File: src/rtl/imem_loader.sv
// Boot-time loader: assembles a framed big-endian byte stream into 32-bit words,
// writes them to instruction memory and holds the core in reset until the XOR checksum matches.
module imem_loader #(
  parameter int ADDR_WIDTH = 8
) (
  input  logic                  clk,
  input  logic                  reset,
  input  logic [7:0]            rx_data,
  input  logic                  rx_valid,
  output logic                  rx_ready,
  input  logic                  start,
  output logic                  imem_we,
  output logic [ADDR_WIDTH-1:0] imem_addr,
  output logic [31:0]           imem_wdata,
  output logic                  core_reset,
  output logic                  load_done,
  output logic                  load_error
);

  typedef enum logic [2:0] {
    HDR_HI = 3'd0,
    HDR_LO = 3'd1,
    DATA   = 3'd2,
    CHECK  = 3'd3,
    DONE   = 3'd4,
    ERROR  = 3'd5
  } state_t;

  localparam logic [16:0] DEPTH = 17'd1 << ADDR_WIDTH;

  function automatic logic [7:0] chk_update(input logic [7:0] acc, input logic [7:0] b);
    return acc ^ b;
  endfunction

  state_t              state_r;
  logic [15:0]         n_r;
  logic [ADDR_WIDTH:0] index_r;
  logic [1:0]          byte_cnt_r;
  logic [23:0]         word_r;
  logic [7:0]          chk_r;

  logic                accept_s;
  logic [15:0]         n_full_s;
  logic [16:0]         next_index_s;

  assign accept_s     = rx_valid && rx_ready;
  assign n_full_s     = {n_r[15:8], rx_data};
  assign next_index_s = 17'(index_r) + 17'd1;

  // Frame-parsing state machine with all outputs registered alongside the state.
  always_ff @(posedge clk) begin
    if (reset) begin
      state_r    <= HDR_HI;
      n_r        <= 16'd0;
      index_r    <= '0;
      byte_cnt_r <= 2'd0;
      word_r     <= 24'd0;
      chk_r      <= 8'd0;
      rx_ready   <= 1'b1;
      imem_we    <= 1'b0;
      imem_addr  <= '0;
      imem_wdata <= 32'd0;
      core_reset <= 1'b1;
      load_done  <= 1'b0;
      load_error <= 1'b0;
    end else begin
      imem_we <= 1'b0;
      case (state_r)
        HDR_HI: begin
          if (accept_s) begin
            n_r[15:8] <= rx_data;
            state_r   <= HDR_LO;
          end
        end
        HDR_LO: begin
          if (accept_s) begin
            n_r[7:0] <= rx_data;
            if ({1'b0, n_full_s} > DEPTH) begin
              state_r    <= ERROR;
              rx_ready   <= 1'b0;
              load_error <= 1'b1;
            end else if (n_full_s == 16'd0) begin
              state_r <= CHECK;
            end else begin
              state_r <= DATA;
            end
          end
        end
        DATA: begin
          if (accept_s) begin
            chk_r <= chk_update(chk_r, rx_data);
            if (byte_cnt_r == 2'd3) begin
              // Fourth byte completes the word; the write is presented next cycle.
              imem_we    <= 1'b1;
              imem_addr  <= index_r[ADDR_WIDTH-1:0];
              imem_wdata <= {word_r, rx_data};
              index_r    <= index_r + 1'b1;
              byte_cnt_r <= 2'd0;
              if (next_index_s == {1'b0, n_r}) begin
                state_r <= CHECK;
              end
            end else begin
              word_r     <= {word_r[15:0], rx_data};
              byte_cnt_r <= byte_cnt_r + 2'd1;
            end
          end
        end
        CHECK: begin
          if (accept_s) begin
            rx_ready <= 1'b0;
            if (rx_data == chk_r) begin
              state_r    <= DONE;
              core_reset <= 1'b0;
              load_done  <= 1'b1;
            end else begin
              state_r    <= ERROR;
              load_error <= 1'b1;
            end
          end
        end
        DONE, ERROR: begin
          if (start) begin
            state_r    <= HDR_HI;
            index_r    <= '0;
            byte_cnt_r <= 2'd0;
            chk_r      <= 8'd0;
            rx_ready   <= 1'b1;
            core_reset <= 1'b1;
            load_done  <= 1'b0;
            load_error <= 1'b0;
          end
        end
        default: begin
          state_r    <= HDR_HI;
          index_r    <= '0;
          byte_cnt_r <= 2'd0;
          chk_r      <= 8'd0;
          rx_ready   <= 1'b1;
          core_reset <= 1'b1;
          load_done  <= 1'b0;
          load_error <= 1'b0;
        end
      endcase
    end
  end

endmodule

File: config.mk
export PLATFORM = sky130hd
export DESIGN_NAME = imem_loader
export DESIGN_NICKNAME = d
export VERILOG_FILES = /design/src/rtl/imem_loader.sv
export SDC_FILE = /design/constraint.sdc
export NUM_CORES = 1
export LEC_CHECK = 0
export CAP_MARGIN = 20
export CELL_PAD_IN_SITES_DETAIL_PLACEMENT = 1
export CELL_PAD_IN_SITES_GLOBAL_PLACEMENT = 2
export CORE_ASPECT_RATIO = 1.2
export CORE_MARGIN = 3
export CORE_UTILIZATION = 32
export DETAILED_ROUTE_END_ITERATION = 10
export MAX_ROUTING_LAYER = met4
export PLACE_DENSITY_LB_ADDON = 0.1
export SLEW_MARGIN = 15
export SYNTH_ARGS = -nofsm -noshare
export SYNTH_HDL_FRONTEND = slang
export SYNTH_SLANG_ARGS = --single-unit
File: constraint.sdc
create_clock -name clk -period 3.1 [get_ports clk]
set_input_delay 0.62 -clock clk [delete_from_list [all_inputs] [get_ports clk]]
set_output_delay 0.62 -clock clk [all_outputs]
set_load 0.1 [all_outputs]
Word level (Yosys, flattened, before mapping)
Cells that the tools add are included.

storage, ports and cells
  logic and storage cells = 101
  flip-flop bits (word level) = 107
  input port bits = 12
  output and inout port bits = 45

operators by class
  bitwise operators = 7
  order comparisons = 1
  mux-type cells = 40
  add/sub/neg operators = 3
  reduce and logical (&&, ||, !) cells = 18
  eq/ne operators = 18

operator list
  kind                  count
  $mux 9                3
  $pmux 9 s3            1
  $mux 3                8
  $pmux 8 s3            1
  $ne 2x2->1 const B    10
  $eq 10x16->1          1
  $gt 16x9->1 const B   1
  $logic_not 16->1      1
  $mux 1                16
  $mux 8                2
  $pmux 3 s5            1
  $add 9x1->10 const B  1
  $add 9x1->9 const B   1
  $reduce_and 3->1      3
  $reduce_or 3->1       3
  $eq 8x8->1            1
  $pmux 1 s4            2
  $reduce_and 4->1      2
  $xor 8x8->8           1
  $reduce_and 7->1      1
  $eq 3x2->1 const B    2
  $eq 3x3->1 const B    2
  $mux 2                3
  $not 1->1             6
  11 further kinds      14

Depth between registers and ports, before layout
  depth in word-level cells = 6
  gate-level depth with buffers = 9
  gate-level depth less buffers = 7

Least setup slack after synthesis
OpenSTA, ideal clock, no wires.

  kind = register to register
  from = reg rx_ready
  to = reg index_r[6]
  setup time = 70 ps
  data arrival time = 2,264 ps
  path slack = 766 ps
  stages on the path, launching flop included = 7
  clock period less this slack = 2,334 ps
  path buffers = 1
  required time = 3,030 ps
  path through = dfxtp_1 > nand3b_4 > nor2_1 > buf_4 > nand2_1 > or4_1 > a21oi_1

on the way
  word-level cells in the longest chain between the ends = 3

RTL lines
  what                               line  source
  start: declaration                 10    output logic rx_ready,
  start signal: assignment           59    rx_ready <= 1'b1;
  start signal: assignment           80    rx_ready <= 1'b0;
  start signal: assignment           110   rx_ready <= 1'b0;
  $logic_and 1x1->1                  46    assign accept_s = rx_valid && rx_ready;
  $ne 2x2->1 (no source line)        n/a
  $reduce_and 4->1 (no source line)  n/a
  end signal: assignment             97    index_r <= index_r + 1'b1;
  end: declaration                   37    logic [ADDR_WIDTH:0] index_r;

No other way between the ends.
A chain may end at the register's enable or synchronous reset.

Final worst setup path
  from = in rx_valid
  to = reg word_r[10]

on the way
  word-level cells in the longest chain between the ends = 2

RTL lines
  what                               line  source
  start: declaration                 9     input logic rx_valid,
  $logic_and 1x1->1                  46
  $reduce_and 3->1 (no source line)  n/a
  end signal: assignment             103   word_r <= {word_r[15:0], rx_data};
  end: declaration                   39    logic [23:0] word_r;

No other way between the ends.

==> results.sh <==
export IMPL_vias=4021
export IMPL_finClkSkew_ns=0.00854
export IMPL_finalHoldViolCount=0
export IMPL_layout_drive_gt1_share_pct=13.9
export IMPL_r2r_cells=6
export IMPL_cts_resized_gates=0
export IMPL_cp_data_arrival_time_ns=2.55
export IMPL_m1WireLength_microns=6240
export IMPL_synth_edff_count=0
export IMPL_avgRoutedWirePerCell_microns=16.4
export IMPL_fin_setup_tns_ns=0
export IMPL_end_kind="flop"
export IMPL_setup_viol=0
export IMPL_post_place_ws_ns=0.494
export IMPL_root_buffer="clkbuf_16"
export IMPL_area_growth_pct=20.6
export IMPL_netlist_area_leader_share_pct=47.5
export IMPL_status="finished clean"
export IMPL_cts_buffers=9
export IMPL_postSynthAreaPerCell_sq_um=7.87
export IMPL_wl_met3_microns=301
export IMPL_drt_vias_per_instance=5.12
export IMPL_synth_area_sq_um=4510
export IMPL_gp_congestion=0.775
export IMPL_clock_fmax_mhz=440
export IMPL_path_max_fanout=24
export IMPL_antenna_found_initial=0
export IMPL_cp_start_kind="input pin"
export IMPL_ctsHoldBuffers=0
export IMPL_drc=0
export IMPL_rsz0062_at_grt="false"
export IMPL_power_density_nw_per_um2=569
export IMPL_synth_main_ff_cell="dfxtp_1"
export IMPL_htreeDepth=3
export IMPL_tritoncts="done"
export IMPL_period_needed_ns=2.27
export IMPL_grt_usage_pct=17.4
export IMPL_setup_ws_ns=0.829
export IMPL_syn_inst=573
export IMPL_io_pins=57
export IMPL_rows=46
export IMPL_firstDrtPassIters=4
export IMPL_clkSinkCount=107
export IMPL_dpl_hpwl_microns=8720
export IMPL_slew_violations=0
export IMPL_antenna_left=0
export IMPL_ys_seq_area_share_pct=47.5
export IMPL_wl_microns=12900
export IMPL_synth_cell_type_count=49
export IMPL_clock_latency_ns=0.35
export IMPL_cp_required_ns=3.38
export IMPL_dieWidth_microns=114
export IMPL_maxCapViolations=0
export IMPL_grt_pass1_wl_microns=21000
export IMPL_ys_seq_elements=107
export IMPL_tightest_slew_ns=0.924
export IMPL_routed_wl_met2_microns=6020
export IMPL_grt_pass1_vias=4075
export IMPL_synthesis_nets=587
export IMPL_grt_overflow=0
export IMPL_diodes=0
export IMPL_slew_headroom_pct=38.4
export IMPL_start_util_pct=33.4
export IMPL_cts_setup_buffers=0
export IMPL_hold_path_depth=2
export IMPL_grt_max_degree=61
export IMPL_min_path_type="reg -> reg"
export IMPL_coreArea_sq_um=13500
export IMPL_dieArea_sq_um=15600
export IMPL_post_route_period_util_pct=73.3
export IMPL_yosysWarningCount=0
export IMPL_p_leak_nw=1.94
export IMPL_ir_drop_uv=322
export IMPL_drt_iter0_markers=148
export IMPL_die_y_microns=136
export IMPL_path_class="in -> reg"
export IMPL_synth_area_leader_cell="dfxtp_1"
export IMPL_top_layer="met4"
export IMPL_clk_pin_slew_ns=0.06
export IMPL_io_buffers=56
export IMPL_nNetsFinal=627
export IMPL_yosys_top_cells_area="dfxtp_1 47%, nand2_1 13%, a21oi_1 11%, clkbuf_1 2.7%, nor2_1 2.4%"
export IMPL_clockBufferDepth=2
export IMPL_async_flop_share_pct=0
## cell type report
type	count	area (sq um)
clock buffers	12	246
clock inverters	4	58.8
fillers	1656	8080
inverters	4	15.0
multi-input cells	415	2150
flip-flops and latches	107	2140
well taps	168	210
repair buffers	76	618
## path summary, 6_finish.rpt
kind	from	end	slack [ns]
max	rx_valid	word_r[10]	0.83
min reg2reg	imem_addr[5]	imem_addr[5]	0.46
min	imem_addr[5]	imem_addr[5]	0.46
max reg2reg	state_r[1]	index_r[3]	0.98
## worst max-delay path: stages
cell and delay, ns:
clkdlybuf4s50_1 0.60, nand2_1 0.14, nor2_1 0.21, nand2_1 0.26, nor2_1 0.18, buf_4 0.29
nand2_1 0.10, a21oi_1 0.14
## state kept, by name (all words and copies together) (netlist names), 2 cells and up
register and cells:
imem_wdata 32, state_r 3, chk_r 8, word_r 24
byte_cnt_r 2, imem_addr 8, index_r 9, n_r 16
## report_power, final
group          internal [W]  switching (W)
combinational      0.000160       0.000274
clock              0.000659       0.000535
sequential          0.00142      0.0000487
## kinds of logic (layout without fill, tap and decap cells)
kind of cell | Yosys count | in the layout | synth area share (%)
mux | 9 | 9 | 2.00
compound gates | 144 | 144 | 17.7
simple gates | 243 | 243 | 24.0
flops | 107 | 107 | 47.5
fa+ha+maj | 2 | 2 | 0.555
xor+xnor | 17 | 17 | 3.30
buf+inv | 51 | 96 | 4.91
## layer usage
layer  track usage (%)  up-vias
met4              7.06        0
met5                 -        -
li1                  -     2012
met3              2.36       19
met1              22.6     1932
met2              27.3       58
## cell usage in the layout (no fill, tap or decap), types with 10 or more instances in the layout
master and instances:
nor2_1 29, a21oi_1 97, clkdlybuf4s50_1 10, nand3_1 15, dfxtp_1 107, o21ai_0 18, buf_4 63, nand2_1 155
xnor2_1 12, nand3b_1 10
## Yosys cell counts, drive strengths merged (5+ instances only)
cell	count
nand2	156
nand3b	11
mux2i	9
clkbuf	33
a31oi	5
buf	14
xnor2	12
nor3	5
xor2	5
nor2	29
a21oi	97
o21ai	19
nand3	15
dfxtp	107
## per-stage QoR
step / hold slack [ns] / instances / utilization (%) / total power, W / cell area (sq um)
floorplan: 0.432 / 573 / - / 0.00179 / 4510
global placement: 0.444 / 769 / 37.9 / 0.00193 / 5130
detailed placement: 0.447 / 770 / 38.0 / 0.00194 / 5140
CTS: 0.458 / 786 / 40.2 / 0.00315 / 5440
global route: 0.476 / 786 / 40.2 / 0.00324 / 5440
finish: 0.457 / 786 / 40.2 / 0.00310 / 5440
Note: power is estimated with default switching activity, not from simulation.
